$ cat config.mk
export PLATFORM = sky130hd
export DESIGN_NAME = mano_control_unit_flat
export DESIGN_NICKNAME = d
export VERILOG_FILES = /design/src/rtl/mano_pkg.sv /design/src/rtl/mano_control_unit_if.sv /design/src/rtl/mano_seq_counter.sv /design/src/rtl/mano_control_unit.sv /design/src/flat_wrapper.sv
export SDC_FILE = /design/constraint.sdc
export NUM_CORES = 1
export LEC_CHECK = 0
export ABC_AREA = 1
export BUFFER_PORTS_ARGS = -buffer_cell sky130_fd_sc_hd__buf_2
export CAP_MARGIN = 10
export CORE_MARGIN = 8
export CORE_UTILIZATION = 35
export CTS_CLUSTER_SIZE = 16
export DETAILED_ROUTE_END_ITERATION = 10
export GPL_TIMING_DRIVEN = 1
export PLACE_DENSITY = 0.76
export SYNTH_ARGS = -nofsm -noshare
export SYNTH_HDL_FRONTEND = slang
export SYNTH_SLANG_ARGS = --single-unit
$ cat constraint.sdc
create_clock -name CLK -period 1.78 [get_ports CLK]
set_input_delay 0.445 -clock CLK [delete_from_list [all_inputs] [get_ports CLK]]
set_output_delay 0.445 -clock CLK [all_outputs]
set_load 0.02 [all_outputs]
$ cat src/rtl/mano_pkg.sv
// Shared encodings for the Mano basic computer: bus source codes, ALU
// operations, opcodes, register-reference bit positions and timing steps.
// The control unit and the datapath mux/ALU both import this package.
package mano_pkg;

    // Bus source select codes (code 6 is unused)
    localparam logic [2:0] BUS_NONE = 3'd0;
    localparam logic [2:0] BUS_AR   = 3'd1;
    localparam logic [2:0] BUS_PC   = 3'd2;
    localparam logic [2:0] BUS_DR   = 3'd3;
    localparam logic [2:0] BUS_AC   = 3'd4;
    localparam logic [2:0] BUS_IR   = 3'd5;
    localparam logic [2:0] BUS_MEM  = 3'd7;

    // ALU operation select codes
    localparam logic [1:0] ALU_AND     = 2'd0;
    localparam logic [1:0] ALU_ADD     = 2'd1;
    localparam logic [1:0] ALU_PASS_DR = 2'd2;
    localparam logic [1:0] ALU_NOT_AC  = 2'd3;

    // Opcodes held in IR[6:4]
    localparam logic [2:0] OP_AND    = 3'd0;
    localparam logic [2:0] OP_ADD    = 3'd1;
    localparam logic [2:0] OP_LDA    = 3'd2;
    localparam logic [2:0] OP_STA    = 3'd3;
    localparam logic [2:0] OP_BUN    = 3'd4;
    localparam logic [2:0] OP_BSA    = 3'd5;
    localparam logic [2:0] OP_ISZ    = 3'd6;
    localparam logic [2:0] OP_REGREF = 3'd7;

    // Register-reference bit positions within IR[3:0]
    localparam int RR_CLA = 3;
    localparam int RR_CMA = 2;
    localparam int RR_INC = 1;
    localparam int RR_HLT = 0;

    // Timing steps of the sequence counter; T7 is never reached
    localparam logic [2:0] T0 = 3'd0;
    localparam logic [2:0] T1 = 3'd1;
    localparam logic [2:0] T2 = 3'd2;
    localparam logic [2:0] T3 = 3'd3;
    localparam logic [2:0] T4 = 3'd4;
    localparam logic [2:0] T5 = 3'd5;
    localparam logic [2:0] T6 = 3'd6;

    // One cycle's worth of datapath control
    typedef struct packed {
        logic [2:0] bus_sel;
        logic [1:0] alu_sel;
        logic       ar_ld;
        logic       ar_inc;
        logic       pc_ld;
        logic       pc_inc;
        logic       dr_ld;
        logic       dr_inc;
        logic       ac_ld;
        logic       ac_clr;
        logic       ac_inc;
        logic       e_ld;
        logic       ir_ld;
        logic       mem_wr;
    } ctrl_t;

    // 3-to-8 one-hot decode, shared by the T and D decoders
    function automatic logic [7:0] onehot8(input logic [2:0] v);
        return 8'b0000_0001 << v;
    endfunction

endpackage

$ cat src/rtl/mano_control_unit_if.sv
// Control/status bundle between the Mano control unit and its datapath.
// master = control unit, slave = datapath.
interface mano_control_unit_if #(
    parameter int DATA_W = 8
);
    logic [DATA_W-1:0] ir_in;
    logic              dr_zero;
    logic [2:0]        bus_sel;
    logic              ar_ld;
    logic              ar_inc;
    logic              pc_ld;
    logic              pc_inc;
    logic              dr_ld;
    logic              dr_inc;
    logic              ac_ld;
    logic              ac_clr;
    logic              ac_inc;
    logic [1:0]        alu_sel;
    logic              e_ld;
    logic              ir_ld;
    logic              mem_wr;
    logic [2:0]        sc_out;
    logic [7:0]        timer;
    logic [7:0]        D;
    logic              i_flag;
    logic              halted;

    modport master (
        input  ir_in, dr_zero,
        output bus_sel, ar_ld, ar_inc, pc_ld, pc_inc, dr_ld, dr_inc,
               ac_ld, ac_clr, ac_inc, alu_sel, e_ld, ir_ld, mem_wr,
               sc_out, timer, D, i_flag, halted
    );

    modport slave (
        output ir_in, dr_zero,
        input  bus_sel, ar_ld, ar_inc, pc_ld, pc_inc, dr_ld, dr_inc,
               ac_ld, ac_clr, ac_inc, alu_sel, e_ld, ir_ld, mem_wr,
               sc_out, timer, D, i_flag, halted
    );
endinterface

$ cat src/rtl/mano_seq_counter.sv
// 3-bit sequence counter with clear/increment and its one-hot T decode.
// Clear has priority over increment; reset forces the decode to T0.
module mano_seq_counter
    import mano_pkg::*;
(
    input  logic       clk,
    input  logic       rst,
    input  logic       clr,
    input  logic       inc,
    output logic [2:0] sc,
    output logic [7:0] timer
);

    logic [2:0] sc_r;

    // Sequence counter: reset/clear to T0, otherwise step when enabled
    always_ff @(posedge clk) begin
        if (rst || clr) begin
            sc_r <= 3'd0;
        end else if (inc) begin
            sc_r <= sc_r + 3'd1;
        end else begin
            sc_r <= sc_r;
        end
    end

    // One-hot timing decode, pinned to T0 while reset is held
    always_comb begin
        if (rst) begin
            timer = 8'h01;
        end else begin
            timer = onehot8(sc_r);
        end
    end

    assign sc = sc_r;

endmodule

$ cat src/rtl/mano_control_unit.sv
// Timing-and-control sequencer for the 8-bit Mano basic computer.
// Decodes SC and IR into bus selects and register enables for fetch,
// decode and execute; owns the I flip-flop and the halt flag.
module mano_control_unit
    import mano_pkg::*;
#(
    parameter int DATA_W = 8,
    parameter int ADDR_W = 4
)
(
    input  logic                CLK,
    input  logic                RST,
    mano_control_unit_if.master cu
);

    logic [2:0]        op_s;
    logic              i_bit_s;
    logic [ADDR_W-1:0] rr_s;
    logic [7:0]        d_s;
    logic [2:0]        sc_s;
    logic [7:0]        timer_s;
    logic              sc_clr_s;
    logic              sc_inc_s;
    logic              i_ld_s;
    logic              hlt_set_s;
    ctrl_t             ctrl_s;
    logic              i_ff_r;
    logic              halted_r;

    assign i_bit_s = cu.ir_in[DATA_W-1];
    assign op_s    = cu.ir_in[DATA_W-2 -: 3];
    assign rr_s    = cu.ir_in[ADDR_W-1:0];
    assign d_s     = onehot8(op_s);

    mano_seq_counter u_sc (
        .clk   (CLK),
        .rst   (RST),
        .clr   (sc_clr_s),
        .inc   (sc_inc_s),
        .sc    (sc_s),
        .timer (timer_s)
    );

    // Control equations: one micro-operation set per timing step
    always_comb begin
        ctrl_s    = '0;
        sc_clr_s  = 1'b0;
        sc_inc_s  = 1'b0;
        i_ld_s    = 1'b0;
        hlt_set_s = 1'b0;
        if (RST) begin
            sc_clr_s = 1'b1;
        end else if (halted_r) begin
            // Stopped machine: park SC at T0 and drive nothing
            sc_clr_s = 1'b1;
        end else begin
            sc_inc_s = 1'b1;
            case (sc_s)
                T0: begin
                    ctrl_s.bus_sel = BUS_PC;
                    ctrl_s.ar_ld   = 1'b1;
                end
                T1: begin
                    ctrl_s.bus_sel = BUS_MEM;
                    ctrl_s.ir_ld   = 1'b1;
                    ctrl_s.pc_inc  = 1'b1;
                end
                T2: begin
                    ctrl_s.bus_sel = BUS_IR;
                    ctrl_s.ar_ld   = 1'b1;
                    i_ld_s         = 1'b1;
                end
                T3: begin
                    if (d_s[OP_REGREF]) begin
                        // Register reference or (unsupported) I/O ends here
                        sc_clr_s = 1'b1;
                        if (!i_ff_r) begin
                            if (rr_s[RR_CLA]) begin
                                ctrl_s.ac_clr = 1'b1;
                            end else if (rr_s[RR_CMA]) begin
                                ctrl_s.ac_ld   = 1'b1;
                                ctrl_s.alu_sel = ALU_NOT_AC;
                            end else if (rr_s[RR_INC]) begin
                                ctrl_s.ac_inc = 1'b1;
                            end else begin
                                ctrl_s.ac_inc = 1'b0;
                            end
                            hlt_set_s = rr_s[RR_HLT];
                        end else begin
                            hlt_set_s = 1'b0;
                        end
                    end else if (i_ff_r) begin
                        // Indirect: AR <- M[AR]
                        ctrl_s.bus_sel = BUS_MEM;
                        ctrl_s.ar_ld   = 1'b1;
                    end else begin
                        ctrl_s.ar_ld = 1'b0;
                    end
                end
                T4: begin
                    case (op_s)
                        OP_AND, OP_ADD, OP_LDA, OP_ISZ: begin
                            ctrl_s.bus_sel = BUS_MEM;
                            ctrl_s.dr_ld   = 1'b1;
                        end
                        OP_STA: begin
                            ctrl_s.bus_sel = BUS_AC;
                            ctrl_s.mem_wr  = 1'b1;
                            sc_clr_s       = 1'b1;
                        end
                        OP_BUN: begin
                            ctrl_s.bus_sel = BUS_AR;
                            ctrl_s.pc_ld   = 1'b1;
                            sc_clr_s       = 1'b1;
                        end
                        OP_BSA: begin
                            ctrl_s.bus_sel = BUS_PC;
                            ctrl_s.mem_wr  = 1'b1;
                            ctrl_s.ar_inc  = 1'b1;
                        end
                        default: sc_clr_s = 1'b1;
                    endcase
                end
                T5: begin
                    case (op_s)
                        OP_AND: begin
                            ctrl_s.ac_ld   = 1'b1;
                            ctrl_s.alu_sel = ALU_AND;
                            sc_clr_s       = 1'b1;
                        end
                        OP_ADD: begin
                            ctrl_s.ac_ld   = 1'b1;
                            ctrl_s.alu_sel = ALU_ADD;
                            ctrl_s.e_ld    = 1'b1;
                            sc_clr_s       = 1'b1;
                        end
                        OP_LDA: begin
                            ctrl_s.ac_ld   = 1'b1;
                            ctrl_s.alu_sel = ALU_PASS_DR;
                            sc_clr_s       = 1'b1;
                        end
                        OP_BSA: begin
                            ctrl_s.bus_sel = BUS_AR;
                            ctrl_s.pc_ld   = 1'b1;
                            sc_clr_s       = 1'b1;
                        end
                        OP_ISZ: begin
                            ctrl_s.dr_inc = 1'b1;
                        end
                        default: sc_clr_s = 1'b1;
                    endcase
                end
                T6: begin
                    // Only ISZ reaches T6: write back and skip if DR wrapped
                    if (op_s == OP_ISZ) begin
                        ctrl_s.bus_sel = BUS_DR;
                        ctrl_s.mem_wr  = 1'b1;
                        ctrl_s.pc_inc  = cu.dr_zero;
                    end else begin
                        ctrl_s.mem_wr = 1'b0;
                    end
                    sc_clr_s = 1'b1;
                end
                default: sc_clr_s = 1'b1;
            endcase
        end
    end

    // I flip-flop and halt flag
    always_ff @(posedge CLK) begin
        if (RST) begin
            i_ff_r   <= 1'b0;
            halted_r <= 1'b0;
        end else begin
            if (i_ld_s) begin
                i_ff_r <= i_bit_s;
            end
            if (hlt_set_s) begin
                halted_r <= 1'b1;
            end
        end
    end

    assign cu.bus_sel = ctrl_s.bus_sel;
    assign cu.alu_sel = ctrl_s.alu_sel;
    assign cu.ar_ld   = ctrl_s.ar_ld;
    assign cu.ar_inc  = ctrl_s.ar_inc;
    assign cu.pc_ld   = ctrl_s.pc_ld;
    assign cu.pc_inc  = ctrl_s.pc_inc;
    assign cu.dr_ld   = ctrl_s.dr_ld;
    assign cu.dr_inc  = ctrl_s.dr_inc;
    assign cu.ac_ld   = ctrl_s.ac_ld;
    assign cu.ac_clr  = ctrl_s.ac_clr;
    assign cu.ac_inc  = ctrl_s.ac_inc;
    assign cu.e_ld    = ctrl_s.e_ld;
    assign cu.ir_ld   = ctrl_s.ir_ld;
    assign cu.mem_wr  = ctrl_s.mem_wr;
    assign cu.sc_out  = sc_s;
    assign cu.timer   = timer_s;
    assign cu.D       = d_s;
    assign cu.i_flag  = i_ff_r;
    assign cu.halted  = halted_r;

endmodule

$ cat src/flat_wrapper.sv
// flat-port wrapper written by rule: the top's interface ports become plain ports
module mano_control_unit_flat import mano_pkg::*;
#(
    parameter int DATA_W = 8,
    parameter int ADDR_W = 4
)
  (CLK, RST, cu_ir_in, cu_dr_zero, cu_bus_sel, cu_ar_ld, cu_ar_inc, cu_pc_ld, cu_pc_inc, cu_dr_ld, cu_dr_inc, cu_ac_ld, cu_ac_clr, cu_ac_inc, cu_alu_sel, cu_e_ld, cu_ir_ld, cu_mem_wr, cu_sc_out, cu_timer, cu_D, cu_i_flag, cu_halted);
  mano_control_unit_if #(.DATA_W(DATA_W)) cu_i ();
  input  logic CLK;
  input  logic RST;
  input wire logic [$bits(cu_i.ir_in)-1:0] cu_ir_in;
  input wire logic [$bits(cu_i.dr_zero)-1:0] cu_dr_zero;
  output wire logic [$bits(cu_i.bus_sel)-1:0] cu_bus_sel;
  output wire logic [$bits(cu_i.ar_ld)-1:0] cu_ar_ld;
  output wire logic [$bits(cu_i.ar_inc)-1:0] cu_ar_inc;
  output wire logic [$bits(cu_i.pc_ld)-1:0] cu_pc_ld;
  output wire logic [$bits(cu_i.pc_inc)-1:0] cu_pc_inc;
  output wire logic [$bits(cu_i.dr_ld)-1:0] cu_dr_ld;
  output wire logic [$bits(cu_i.dr_inc)-1:0] cu_dr_inc;
  output wire logic [$bits(cu_i.ac_ld)-1:0] cu_ac_ld;
  output wire logic [$bits(cu_i.ac_clr)-1:0] cu_ac_clr;
  output wire logic [$bits(cu_i.ac_inc)-1:0] cu_ac_inc;
  output wire logic [$bits(cu_i.alu_sel)-1:0] cu_alu_sel;
  output wire logic [$bits(cu_i.e_ld)-1:0] cu_e_ld;
  output wire logic [$bits(cu_i.ir_ld)-1:0] cu_ir_ld;
  output wire logic [$bits(cu_i.mem_wr)-1:0] cu_mem_wr;
  output wire logic [$bits(cu_i.sc_out)-1:0] cu_sc_out;
  output wire logic [$bits(cu_i.timer)-1:0] cu_timer;
  output wire logic [$bits(cu_i.D)-1:0] cu_D;
  output wire logic [$bits(cu_i.i_flag)-1:0] cu_i_flag;
  output wire logic [$bits(cu_i.halted)-1:0] cu_halted;
  assign cu_i.ir_in = cu_ir_in;
  assign cu_i.dr_zero = cu_dr_zero;
  assign cu_bus_sel = cu_i.bus_sel;
  assign cu_ar_ld = cu_i.ar_ld;
  assign cu_ar_inc = cu_i.ar_inc;
  assign cu_pc_ld = cu_i.pc_ld;
  assign cu_pc_inc = cu_i.pc_inc;
  assign cu_dr_ld = cu_i.dr_ld;
  assign cu_dr_inc = cu_i.dr_inc;
  assign cu_ac_ld = cu_i.ac_ld;
  assign cu_ac_clr = cu_i.ac_clr;
  assign cu_ac_inc = cu_i.ac_inc;
  assign cu_alu_sel = cu_i.alu_sel;
  assign cu_e_ld = cu_i.e_ld;
  assign cu_ir_ld = cu_i.ir_ld;
  assign cu_mem_wr = cu_i.mem_wr;
  assign cu_sc_out = cu_i.sc_out;
  assign cu_timer = cu_i.timer;
  assign cu_D = cu_i.D;
  assign cu_i_flag = cu_i.i_flag;
  assign cu_halted = cu_i.halted;
  mano_control_unit #(.DATA_W(DATA_W), .ADDR_W(ADDR_W)) u_core (.CLK(CLK), .RST(RST), .cu(cu_i));
endmodule
==> results of run 1 <==
-- state kept, by name (all words and copies together) (netlist names) --
| name | cells |
|---|---|
| u_core.cu.halted | 1 |
| u_core.cu.i_flag | 1 |
| u_core.u_sc.sc | 3 |
-- stage by stage --
stage | setup WS [ps] | TNS (ps)
floorplan | 3.514 | 0
global placement | -42.98 | -164.6
detailed placement | -123.6 | -573.5
CTS | -211.4 | -2286
global route | -375.0 | -4517
finish | -279.3 | -3520
-- Yosys cell counts --
cell type	number
a21oi_1	8
ha_1	6
a31oi_1	2
o21ai_0	9
nand3_1	12
nor2_4	2
nor2_2	1
nand2_1	23
dfxtp_1	5
clkbuf_1	1
nor3_1	3
inv_2	2
nand4_1	1
nand3_2	2
nand2_2	2
nor2_1	30
inv_1	22
nor3_2	1
-- how the worst max path moves through the flow --
stage	slack, ps	start	cells after the start	to
after floorplan	4	u_core.u_sc.sc[1]	6	cu_pc_inc
after global placement	-40	u_core.u_sc.sc[0]	7	cu_bus_sel[2]
after detailed placement	-120	u_core.u_sc.sc[0]	7	cu_bus_sel[2]
after CTS	-210	u_core.u_sc.sc[0]	7	cu_ac_ld
after global routing	-370	u_core.u_sc.sc[0]	7	cu_ac_ld
final	-280	u_core.u_sc.sc[0]	9	cu_bus_sel[1]
-- routing by layer --
metal / GRT usage [%] / share of wire, % / vias to the layer above
met3: 2.505 / 9.2 / 46
li1: - / - / 599
met5: 0 / 0 / -
met2: 41.79 / 50 / 146
met4: 13.29 / 6.1 / 0
met1: 25.80 / 34 / 670
-- cell type report --
type / count / share of cell area, %
antenna: 1 / 0.1351
clock buffer: 4 / 1.419
inverter: 24 / 5.811
multi-input combinational: 102 / 47.97
sequential: 5 / 6.014
tap: 27 / 1.824
timing repair buffer: 84 / 36.82
-- what timing repair did --
item / 4_1_cts / 5_1_grt
endpoints found under the setup margin: 21 / 24
gates resized for setup: 100 / 28
pin swaps: 24 / 14
setup buffers: 6 / 4
-- cells by family (layout without fill, tap and decap cells) --
family	count (synthesis)	count (layout)	synth area share [%]
AO/OA/AOI/OAI	19	19	13.59
other	0	1	0
flip-flops	5	5	13.94
AND/OR/NAND/NOR	77	77	48.96
adder cells (fa/ha/maj)	6	6	10.45
buffers and inverters	25	112	13.07
-- worst max-delay path, delay by kind of cell (launching register included) --
family,cells,cell delay [ps]
simple gates,4,360
fa+ha+maj,1,150
buf+inv,4,500
flops,1,370
-- power groups by stage --
stage	registers, µW	clock network, µW	logic [µW]
after floorplan	134	0	138
after global placement	125	0	260
after detailed placement	126	0	266
after CTS	127	141	340
after global routing	129	140	419
final	129	133	403
==> reports/qor.csv, run 1 <==
stage,metric,value,unit
layout,synth-to-layout area growth,157.8,%
layout,Final Util,95.36,%
worst_setup_path,CP Max Fanout,6,
synthesis,Seq cells post-synth,5,
worst_setup_path,required time of the critical path,1330,ps
timing,hold slack final,449.2,ps
detailed_routing,Vias,1461,
timing,max_slew headroom,78.73,%
worst_setup_path,reg2reg path depth,7,
job,max_cap viols,0,
worst_setup_path,Slowest Stage Delay on Critical Path,370,ps
placement,GPL Wtd Cong,0.9010,
detailed_routing,Vias/cell,5.915,
worst_setup_path,Crit Path Category,reg2out,
power_and_ir_drop,maximum vdd drop,0.4609,mV
floorplanning,initial core utilization,36.98,%
power_and_ir_drop,total leakage power,0.0009074,µW
clock_tree,clk_lat worst skew,250,ps
timing,"Setup violations, final",21,
worst_setup_path,Reg2Reg Setup Slack,240,ps
worst_setup_path,reg2reg start,u_core.cu.halted,
power_and_ir_drop,sequential share of power,19.3,%
detailed_routing,drt first pass iters,5,
layout,most frequent cells in the layout,"35 x buf_4, 25 x buf_6, 22 x buf_2, 14 x nand2_1, 14 x nor2_1",
floorplanning,core area,1942,µm²
worst_setup_path,slowest CP cell,dfxtp_4,
floorplanning,DIE AREA,3758,µm²
worst_hold_path,Worst Hold Class,in2reg,
clock_tree,TritonCTS Buffers,3,
global_route,global-route wire length before repair,6617,µm
detailed_routing,mean routed wirelength per cell,21.85,µm
synthesis,Mapped Nets,149,
power_and_ir_drop,switch share,44.84,%
clock_tree,CTS tree,yes,
worst_setup_path,worst path arrival time,1610,ps
detailed_routing,drt drc,0,
clock_tree,clock-pin slew on the worst setup and hold paths,50,ps
layout,fin area,1852,µm²
outcome,status,"finished, violations left",
clock_tree,Root Buffer,clkbuf_4,
layout,post-route insts no fill,247,
power_and_ir_drop,P_sw,298.2,µW
power_and_ir_drop,P_int,366.7,µW
timing,PnR worst setup slack,-279.3,ps
detailed_routing,DR iter-0 viols,165,
power_and_ir_drop,clock power share,20.0,%
synthesis,Mapped Area,718.2,µm²
worst_hold_path,Hold Path Origin,cu_ir_in[7],
worst_setup_path,cells along the critical path,inv_2 > ha_4 > nand2_2 > inv_2 > nand2_1 > inv_1 > nor2_4 > nor2_2 > buf_6,
synthesis,Post-Syn Instances,132,
clock_tree,Post-CTS Hold Fix Bufs,0,
detailed_routing,Antenna Nets Post-Route,0,
global_route,vias in the first global route,1341,
worst_hold_path,WHS Path Cells,3,
timing,Layout Skew,6.733,ps
placement,Buffers on Ports,48,
worst_setup_path,R2R Path End,u_core.u_sc.sc[0],
worst_setup_path,Worst Setup Start Kind,flip-flop,
timing,setup repair after global routing missed its margin,true,
synthesis,register area share after synthesis,13.94,%
timing,final hold viol count,0,
global_route,number of antenna violations at the first check in global routing,0,
timing,Peak Freq,485.6,MHz
placement,post-placement cell area,1341,µm²
power_and_ir_drop,"Power, Total",664.9,µW
clock_tree,Num Clock Sinks,5,
clock_tree,maximum buffer depth of the clock tree,2,
timing,Tcrit/Tclk final,115.7,%
clock_tree,# H-tree levels,1,
timing,Final Slew Violations,0,
timing,fin crit period,2059,ps
synthesis,Avg Inst Size Synth,5.441,µm²
layout,area of the multi-input gates,888.4,µm²
global_route,grt ovf,0,
power_and_ir_drop,Comb pwr share,60.6,%
worst_setup_path,CP Capture Type,output pin,
detailed_routing,total length of routed wires,5396,µm
timing,worst slew pin tran,317.3,ps
layout,FF/Latch Area,111.4,µm²
floorplanning,Core Rows,16,
synthesis,post-synth top area cell,nor2_1,
synthesis,top post-synthesis cells by area,"nor2_1 16%, dfxtp_1 14%, nand2_1 12%",
synthesis,"Warnings, synthesis",0,
placement,DP HPWL,2534,µm
layout,layout cells sized above 1,73.97,%
synthesis,post-synth top area share,15.68,%
outcome,failing checks,setup timing,
global_route,largest net degree at the start of global routing,9,
floorplanning,Die H,61.30,µm
worst_hold_path,WHS Endpoint,u_core.cu.i_flag,
layout,FILL cells,47,
global_route,Global Route Usage Sum,23.32,%
worst_setup_path,Worst path most repeated cell,inv_2,
layout,"commonest non-fill, non-tap cell in the layout",buf_4,
floorplanning,DIE WIDTH,61.30,µm
floorplanning,IO Count,49,
power_and_ir_drop,Power per Cell Area,359.0,nW/µm²
placement,Placed Cells,236,
synthesis,"Distinct cells, synth",18,
layout,final net count,237,
Note: power is estimated with default switching activity, not from simulation.
==> inputs of run 2 (changes only) <==
--- a/config.mk
+++ b/config.mk
@@ -5,7 +5,6 @@
 export SDC_FILE = /design/constraint.sdc
 export NUM_CORES = 1
 export LEC_CHECK = 0
-export ABC_AREA = 1
 export BUFFER_PORTS_ARGS = -buffer_cell sky130_fd_sc_hd__buf_2
 export CAP_MARGIN = 10
 export CORE_MARGIN = 8
@@ -13,7 +12,8 @@
 export CTS_CLUSTER_SIZE = 16
 export DETAILED_ROUTE_END_ITERATION = 10
 export GPL_TIMING_DRIVEN = 1
-export PLACE_DENSITY = 0.76
+export PLACE_DENSITY = 0.75
+export REMOVE_ABC_BUFFERS = 1
 export SYNTH_ARGS = -nofsm -noshare
 export SYNTH_HDL_FRONTEND = slang
 export SYNTH_SLANG_ARGS = --single-unit
==> run 2 against run 1 <==
Compared with the run above: critical path type unchanged; largest cell class unchanged; core utilization is 6.9 points lower; register-to-register slack worse by 180 ps; routed wire length is 9.6% lower; clock power is 3% higher; maximum frequency is 5.5% lower; synthesized cell count is 17% lower; total power is 25% higher; combinational power is 38% higher; largest power group unchanged; flip-flop and latch count stayed put; the run still ends with setup timing left; via count is 11% lower; first-iteration DRC count is 48% lower.
==> reports/qor.csv, run 2 <==
stage,metric,value,unit,change
detailed_routing,drt drc,0,,unchanged
worst_setup_path,reg2reg path depth,8,,was 7
synthesis,Avg Inst Size Synth,7.177,µm²,was 5.441 µm²
synthesis,Mapped Area,789.5,µm²,was 718.2 µm²
detailed_routing,total length of routed wires,4878,µm,was 5396 µm
synthesis,post-synth top area cell,dfxtp_1,,was nor2_1
layout,"commonest non-fill, non-tap cell in the layout",buf_4,,unchanged
timing,setup repair after global routing missed its margin,true,,unchanged
timing,worst slew pin tran,290.8,ps,was 317.3 ps
synthesis,Post-Syn Instances,110,,was 132
worst_hold_path,WHS Endpoint,u_core.cu.halted,,was u_core.cu.i_flag
worst_setup_path,required time of the critical path,1330,ps,about the same
outcome,failing checks,setup timing,,unchanged
placement,GPL Wtd Cong,0.8540,,was 0.9010
detailed_routing,drt first pass iters,4,,was 5
outcome,status,"finished, violations left",,unchanged
synthesis,"Top FF cell, synth",dfxtp_1,,unchanged
synthesis,most frequent cells after synthesis,"18 x nor2_1, 13 x nand2_1, 9 x a21oi_1",,"was 30 x nor2_1, 23 x nand2_1, 22 x inv_1"
floorplanning,DIE WIDTH,63.50,µm,was 61.30 µm
floorplanning,core area,2170,µm²,was 1942 µm²
layout,post-route insts no fill,237,,was 247
worst_setup_path,slowest CP cell,dfxtp_4,,unchanged
timing,Peak Freq,458.7,MHz,was 485.6 MHz
layout,layout cells sized above 1,75.60,%,was 73.97%
synthesis,"Distinct cells, synth",40,,was 18
synthesis,top post-synthesis cells by area,"dfxtp_1 13%, ha_1 9.5%, nor2_1 8.6%",,"was nor2_1 16%, dfxtp_1 14%, nand2_1 12%"
power_and_ir_drop,maximum vdd drop,0.5160,mV,was 0.4609 mV
layout,synth-to-layout area growth,143.1,%,was 157.8%
worst_setup_path,Worst Setup Start Kind,flip-flop,,unchanged
synthesis,top-count cell post-synth,nor2_1,,unchanged
placement,Buffers on Ports,48,,unchanged
job,max_cap viols,0,,unchanged
timing,Tcrit/Tclk final,122.5,%,was 115.7%
global_route,Global Route Usage Sum,18.78,%,was 23.32%
timing,Final Slew Violations,0,,unchanged
timing,max_slew headroom,80.62,%,was 78.73%
floorplanning,initial core utilization,36.39,%,was 36.98%
global_route,grt ovf,0,,unchanged
layout,area of the multi-input gates,870.8,µm²,was 888.4 µm²
worst_setup_path,CP Capture Type,output pin,,unchanged
clock_tree,TritonCTS Buffers,3,,unchanged
worst_setup_path,R2R Path End,u_core.u_sc.sc[2],,was u_core.u_sc.sc[0]
synthesis,"Async S/R FF share, synth",0,%,unchanged
worst_setup_path,Worst path most repeated cell,ha_4,,was inv_2
worst_setup_path,reg2reg start,u_core.u_sc.sc[0],,was u_core.cu.halted
detailed_routing,DR iter-0 viols,86,,was 165
clock_tree,clk_lat worst skew,250,ps,about the same
worst_setup_path,CP Max Fanout,4,,was 6
power_and_ir_drop,"Power, Total",832.2,µW,was 664.9 µW
placement,DP HPWL,2622,µm,was 2534 µm
layout,fin area,1919,µm²,was 1852 µm²
timing,Layout Skew,6.656,ps,was 6.733 ps
synthesis,"Warnings, synthesis",0,,unchanged
global_route,number of antenna violations at the first check in global routing,0,,unchanged
floorplanning,Die H,63.50,µm,was 61.30 µm
placement,Placed Cells,218,,was 236
synthesis,register area share after synthesis,12.68,%,was 13.94%
clock_tree,clock-pin slew on the worst setup and hold paths,50,ps,about the same
timing,"Setup violations, final",24,,was 21
layout,Largest register FFs,3,,unchanged
worst_setup_path,Crit Path Category,reg2out,,unchanged
layout,FILL cells,103,,was 47
worst_setup_path,worst path arrival time,1740,ps,was 1610 ps
synthesis,Seq cells post-synth,5,,unchanged
floorplanning,Core Rows,17,,was 16
detailed_routing,Vias/cell,5.485,,was 5.915
clock_tree,Num Clock Sinks,5,,unchanged
detailed_routing,Antenna Nets Post-Route,0,,unchanged
worst_hold_path,Hold Path Origin,cu_ir_in[0],,was cu_ir_in[7]
synthesis,post-synth top area share,12.68,%,was 15.68%
clock_tree,Root Buffer,clkbuf_4,,unchanged
clock_tree,CTS tree,yes,,unchanged
layout,final net count,227,,was 237
worst_hold_path,Worst Hold Class,in2reg,,unchanged
timing,PnR worst setup slack,-400.2,ps,was -279.3 ps
power_and_ir_drop,Power per Cell Area,433.6,nW/µm²,was 359.0 nW/µm²
global_route,global-route wire length before repair,6237,µm,was 6617 µm
global_route,largest net degree at the start of global routing,11,,was 9
timing,fin crit period,2180,ps,was 2059 ps
layout,most frequent cells in the layout,"47 x buf_4, 32 x buf_6, 21 x buf_2, 11 x nor2_1",,"was 35 x buf_4, 25 x buf_6, 22 x buf_2, 14 x nand2_1, 14 x nor2_1"
layout,n_diodes,0,,was 1
worst_hold_path,WHS Path Cells,3,,unchanged
timing,final hold viol count,0,,unchanged
power_and_ir_drop,total leakage power,0.0008929,µW,was 0.0009074 µW
global_route,vias in the first global route,1305,,was 1341
worst_setup_path,Reg2Reg Setup Slack,60,ps,was 240 ps
placement,post-placement cell area,1286,µm²,was 1341 µm²
timing,setup_tns,-4888,ps,was -3520 ps
worst_setup_path,cells along the critical path,ha_4 > ha_4 > nor3b_4 > nand3b_1 > a21oi_1 > buf_4,,was inv_2 > ha_4 > nand2_2 > inv_2 > nand2_1 > inv_1 > nor2_4 > nor2_2 > buf_6
synthesis,number of synthesized flops with an enable pin,0,,unchanged
worst_setup_path,Slowest Stage Delay on Critical Path,390,ps,was 370 ps
detailed_routing,mean routed wirelength per cell,20.58,µm,was 21.85 µm
layout,FF/Latch Area,108.9,µm²,was 111.4 µm²
detailed_routing,Vias,1300,,was 1461
clock_tree,# H-tree levels,1,,unchanged
floorplanning,IO Count,49,,unchanged
clock_tree,maximum buffer depth of the clock tree,2,,unchanged
floorplanning,DIE AREA,4032,µm²,was 3758 µm²
-- run 2: cell count changes after synthesis, sizes merged, moves of 4 or more --
cell	change
nor2	-15
inv	-18
o21ai	-5
nand2	-12
nand3	-10
and3	+5
nand2b	+4
buf	+6
-- run 2: through the flow --
step / hold slack (ps) / setup slack [ps] / utilization [%]
finish: 423.2 / -400.2 / 88.47
global route: 448.8 / -419.2 / 88.47
CTS: 422.1 / -303.6 / 72.26
detailed placement: 531.7 / -252.3 / 59.28
global placement: 505.2 / -220.9 / 59.28
floorplan: 514.1 / -783.6 / -
-- run 2: cell type report --
cell class,instances,area share [%]
clock buffers,4,1.369
repair buffers,102,44.46
inverters,6,1.304
multi-input cells,92,45.37
flip-flops and latches,5,5.671
well taps,28,1.825
-- run 2: kinds of logic after synthesis --
| family | Yosys count | share of synthesized area (%) |
|---|---|---|
| flip-flops | 5 | 12.68 |
| AND/OR/NAND/NOR | 62 | 42.63 |
| adder cells (fa/ha/maj) | 6 | 9.508 |
| AO/OA/AOI/OAI | 23 | 22.19 |
| buffers and inverters | 13 | 11.88 |
| XOR/XNOR | 1 | 1.110 |
-- run 2: worst max-delay path by stage --
stage	start	end	slack, ps	depth (start not counted)
finish	u_core.u_sc.sc[0]	cu_ac_ld	-400	6
global placement	cu_ir_in[5]	cu_pc_ld	-220	5
floorplan	u_core.u_sc.sc[1]	cu_pc_ld	-780	5
detailed placement	u_core.u_sc.sc[0]	cu_alu_sel[1]	-250	6
global route	u_core.u_sc.sc[0]	cu_bus_sel[0]	-420	8
CTS	u_core.u_sc.sc[0]	cu_alu_sel[1]	-300	6
-- run 2: worst max-delay path, delay by kind of cell, from the launching register on --
| kind | cells | cell delay, ps |
|---|---|---|
| DFF | 1 | 390 |
| and+or+nand+nor | 2 | 360 |
| adders and majority gates | 2 | 320 |
| AOI/OAI and AO/OA | 1 | 240 |
| buffers and inverters | 1 | 180 |
-- run 2: routing by layer --
metal | share of wire, % | global-route usage (%) | up-vias
met4 | 2.5 | 11.42 | 0
met3 | 6.3 | 3.710 | 12
met1 | 40 | 19.72 | 624
met2 | 51 | 33.46 | 81
met5 | 0 | 0 | -
li1 | - | - | 583
-- run 2: report_power, final --
| group | switching [µW] | internal [µW] | total, µW | leakage, µW |
|---|---|---|---|---|
| clock | 52.3 | 85.1 | 137 | 0.0000150 |
| sequential | 14.9 | 121 | 136 | 0.0000426 |
| combinational | 289 | 270 | 558 | 0.000835 |
-- run 2: timing repair --
action / in CTS / in global routing
hold buffers: 0 / 0
gates resized for setup: 66 / 66
endpoints found under the setup margin: 26 / 25
pin swaps: 7 / 18
buffers inserted: 2 / 14
==> inputs of run 3 (changes only) <==
--- a/config.mk
+++ b/config.mk
@@ -13,7 +13,6 @@
 export DETAILED_ROUTE_END_ITERATION = 10
 export GPL_TIMING_DRIVEN = 1
 export PLACE_DENSITY = 0.75
-export REMOVE_ABC_BUFFERS = 1
 export SYNTH_ARGS = -nofsm -noshare
 export SYNTH_HDL_FRONTEND = slang
 export SYNTH_SLANG_ARGS = --single-unit
==> run 3 against run 2 <==
Compared with the run above: the flow still finishes with violations (setup timing); hold slack better by 79 ps; combinational power down 11%; cell area down 7.4%; clock power about the same; flip-flop and latch count unchanged; routed wire length down 10%; clock skew down 4.8 ps; sequential share of layout area up 0.59 points; critical path type unchanged.
==> reports/qor.csv, run 3 (same netlist as run 2, synthesis figures left out) <==
stage,metric,value,unit,change
outcome,status,"finished, violations left",,unchanged
outcome,failing checks,setup timing,,unchanged
power_and_ir_drop,Comb pwr share,64.4,%,was 67.1%
clock_tree,Root Buffer,clkbuf_4,,unchanged
worst_setup_path,worst path arrival time,1680,ps,was 1740 ps
placement,Placed Cells,219,,was 218
floorplanning,DIE WIDTH,63.50,µm,unchanged
timing,Final Slew Violations,0,,unchanged
timing,Tcrit/Tclk final,119.5,%,was 122.5%
global_route,largest net degree at the start of global routing,10,,was 11
global_route,Global Route Usage Sum,17.26,%,was 18.78%
layout,"commonest non-fill, non-tap cell in the layout",buf_4,,unchanged
detailed_routing,mean routed wirelength per cell,19.18,µm,was 20.58 µm
clock_tree,clk_lat worst skew,250,ps,about the same
clock_tree,CTS tree,yes,,unchanged
global_route,vias in the first global route,1215,,was 1305
clock_tree,Num Clock Sinks,5,,unchanged
layout,Final Util,81.95,%,was 88.47%
power_and_ir_drop,total leakage power,0.0008147,µW,was 0.0008929 µW
global_route,global-route wire length before repair,5761,µm,was 6237 µm
power_and_ir_drop,sequential share of power,17.5,%,was 16.4%
layout,Largest register FFs,3,,unchanged
power_and_ir_drop,P_int,435.0,µW,was 476.2 µW
clock_tree,maximum buffer depth of the clock tree,2,,unchanged
timing,hold slack final,502.7,ps,was 423.2 ps
clock_tree,# H-tree levels,1,,unchanged
placement,GPL Wtd Cong,0.9018,,was 0.8540
clock_tree,Post-CTS Hold Fix Bufs,0,,unchanged
worst_hold_path,Hold Path Origin,cu_ir_in[0],,unchanged
layout,post-route insts no fill,228,,was 237
timing,final hold viol count,0,,unchanged
layout,most frequent cells in the layout,"52 x buf_4, 20 x buf_2, 20 x buf_6, 16 x nor2_1, 8 x nand2_1",,"was 47 x buf_4, 32 x buf_6, 21 x buf_2, 11 x nor2_1"
detailed_routing,DR iter-0 viols,89,,was 86
timing,PnR worst setup slack,-346.4,ps,was -400.2 ps
power_and_ir_drop,maximum vdd drop,0.4136,mV,was 0.5160 mV
worst_setup_path,CP Max Fanout,4,,unchanged
timing,fin crit period,2126,ps,was 2180 ps
worst_hold_path,Worst Hold Class,in2reg,,unchanged
power_and_ir_drop,P_sw,335.7,µW,was 355.9 µW
global_route,grt ovf,0,,unchanged
detailed_routing,Vias/cell,5.430,,was 5.485
synthesis,Mapped Nets,127,,
worst_setup_path,reg2reg start,u_core.u_sc.sc[1],,was u_core.u_sc.sc[0]
clock_tree,TritonCTS Buffers,3,,unchanged
worst_setup_path,Worst Setup Start Kind,flip-flop,,unchanged
layout,fin area,1778,µm²,was 1919 µm²
detailed_routing,Vias,1238,,was 1300
detailed_routing,drt drc,0,,unchanged
detailed_routing,drt first pass iters,4,,unchanged
job,max_cap viols,0,,unchanged
worst_hold_path,WHS Path Cells,3,,unchanged
worst_setup_path,Crit Path Category,reg2out,,unchanged
worst_setup_path,reg2reg path depth,7,,was 8
worst_setup_path,R2R Path End,u_core.u_sc.sc[2],,unchanged
power_and_ir_drop,Power per Cell Area,433.5,nW/µm²,was 433.6 nW/µm²
timing,setup_tns,-4476,ps,was -4888 ps
timing,"Setup violations, final",23,,was 24
floorplanning,Core Rows,17,,unchanged
floorplanning,IO Count,49,,unchanged
timing,worst slew pin tran,286.3,ps,was 290.8 ps
timing,Peak Freq,470.3,MHz,was 458.7 MHz
detailed_routing,Antenna Nets Post-Route,0,,unchanged
placement,DP HPWL,2655,µm,was 2622 µm
worst_setup_path,Reg2Reg Setup Slack,160,ps,was 60 ps
layout,final net count,218,,was 227
worst_setup_path,Worst Setup EP,cu_bus_sel[0],,was cu_ac_ld
detailed_routing,total length of routed wires,4373,µm,was 4878 µm
power_and_ir_drop,clock power share,18.0,%,was 16.5%
layout,n_diodes,0,,unchanged
layout,FILL cells,138,,was 103
layout,layout cells sized above 1,72.00,%,was 75.60%
placement,post-placement cell area,1405,µm²,was 1286 µm²
worst_setup_path,CP Launch Point,u_core.u_sc.sc[1],,was u_core.u_sc.sc[0]
timing,max_slew headroom,80.71,%,was 80.62%
placement,Buffers on Ports,48,,unchanged
floorplanning,Die H,63.50,µm,unchanged
global_route,number of antenna violations at the first check in global routing,0,,unchanged
worst_setup_path,required time of the critical path,1330,ps,about the same
floorplanning,core area,2170,µm²,unchanged
worst_setup_path,CP Capture Type,output pin,,unchanged
layout,synth-to-layout area growth,125.2,%,was 143.1%
power_and_ir_drop,switch share,43.56,%,was 42.77%
timing,Layout Skew,1.854,ps,was 6.656 ps
floorplanning,DIE AREA,4032,µm²,unchanged
floorplanning,initial core utilization,36.39,%,unchanged
clock_tree,clock-pin slew on the worst setup and hold paths,50,ps,about the same
timing,setup repair after global routing missed its margin,true,,unchanged
[run 3: layout make-up]
type                            count  area [µm²]  area share [%]
Timing Repair Buffer               93       723.2           40.68
Clock buffer                        4       26.28           1.478
Inverter                            6       22.52           1.267
Multi-Input combinational cell     92       859.6           48.35
Tap cell                           28       35.03           1.970
Sequential cell                     5       111.4           6.263
[run 3: metrics by stage]
stage          power, µW  worst slack, ps
3_5_place_dp       481.1           -195.8
4_1_cts            670.6           -292.7
6_report           770.7           -346.4
5_1_grt            812.6           -375.4
3_3_place_gp       471.1           -196.8
2_1_floorplan      342.3           -183.9
[run 3: worst min path at each step]
stage	to	slack [ps]
global placement	u_core.u_sc.sc[0]	530
floorplan	u_core.u_sc.sc[0]	480
finish	u_core.cu.halted	500
CTS	u_core.cu.halted	420
global route	u_core.cu.i_flag	500
detailed placement	u_core.u_sc.sc[0]	540
[run 3: critical path, stage by stage, from the launching register on]
cell     delay, ps
dfxtp_4        360
ha_4           170
ha_4           170
buf_4          140
nand3_4         90
nand3_2        100
o31a_1         270
buf_6          140
[run 3: power by group through the flow]
stage          sequential (µW)  clock (µW)  combinational (µW)
5_1_grt                    136         153                 523
3_5_place_dp               135           0                 346
2_1_floorplan              147           0                 195
4_1_cts                    134         145                 392
6_report                   135         139                 497
3_3_place_gp               134           0                 337
[run 3: routing by layer]
| layer | track usage, % | part of all wire (%) | up-vias |
|---|---|---|---|
| met5 | 0 | 0 | - |
| met4 | 10.31 | 4.9 | 0 |
| met3 | 4.417 | 5.5 | 22 |
| met2 | 31.94 | 54 | 62 |
| met1 | 16.68 | 36 | 586 |
| li1 | - | - | 568 |
[run 3: repair_timing]
action / in CTS / in global routing
resized for setup: 45 / 40
pin swaps: 11 / 11
endpoints found under the setup margin: 24 / 26
setup buffers: 2 / 5
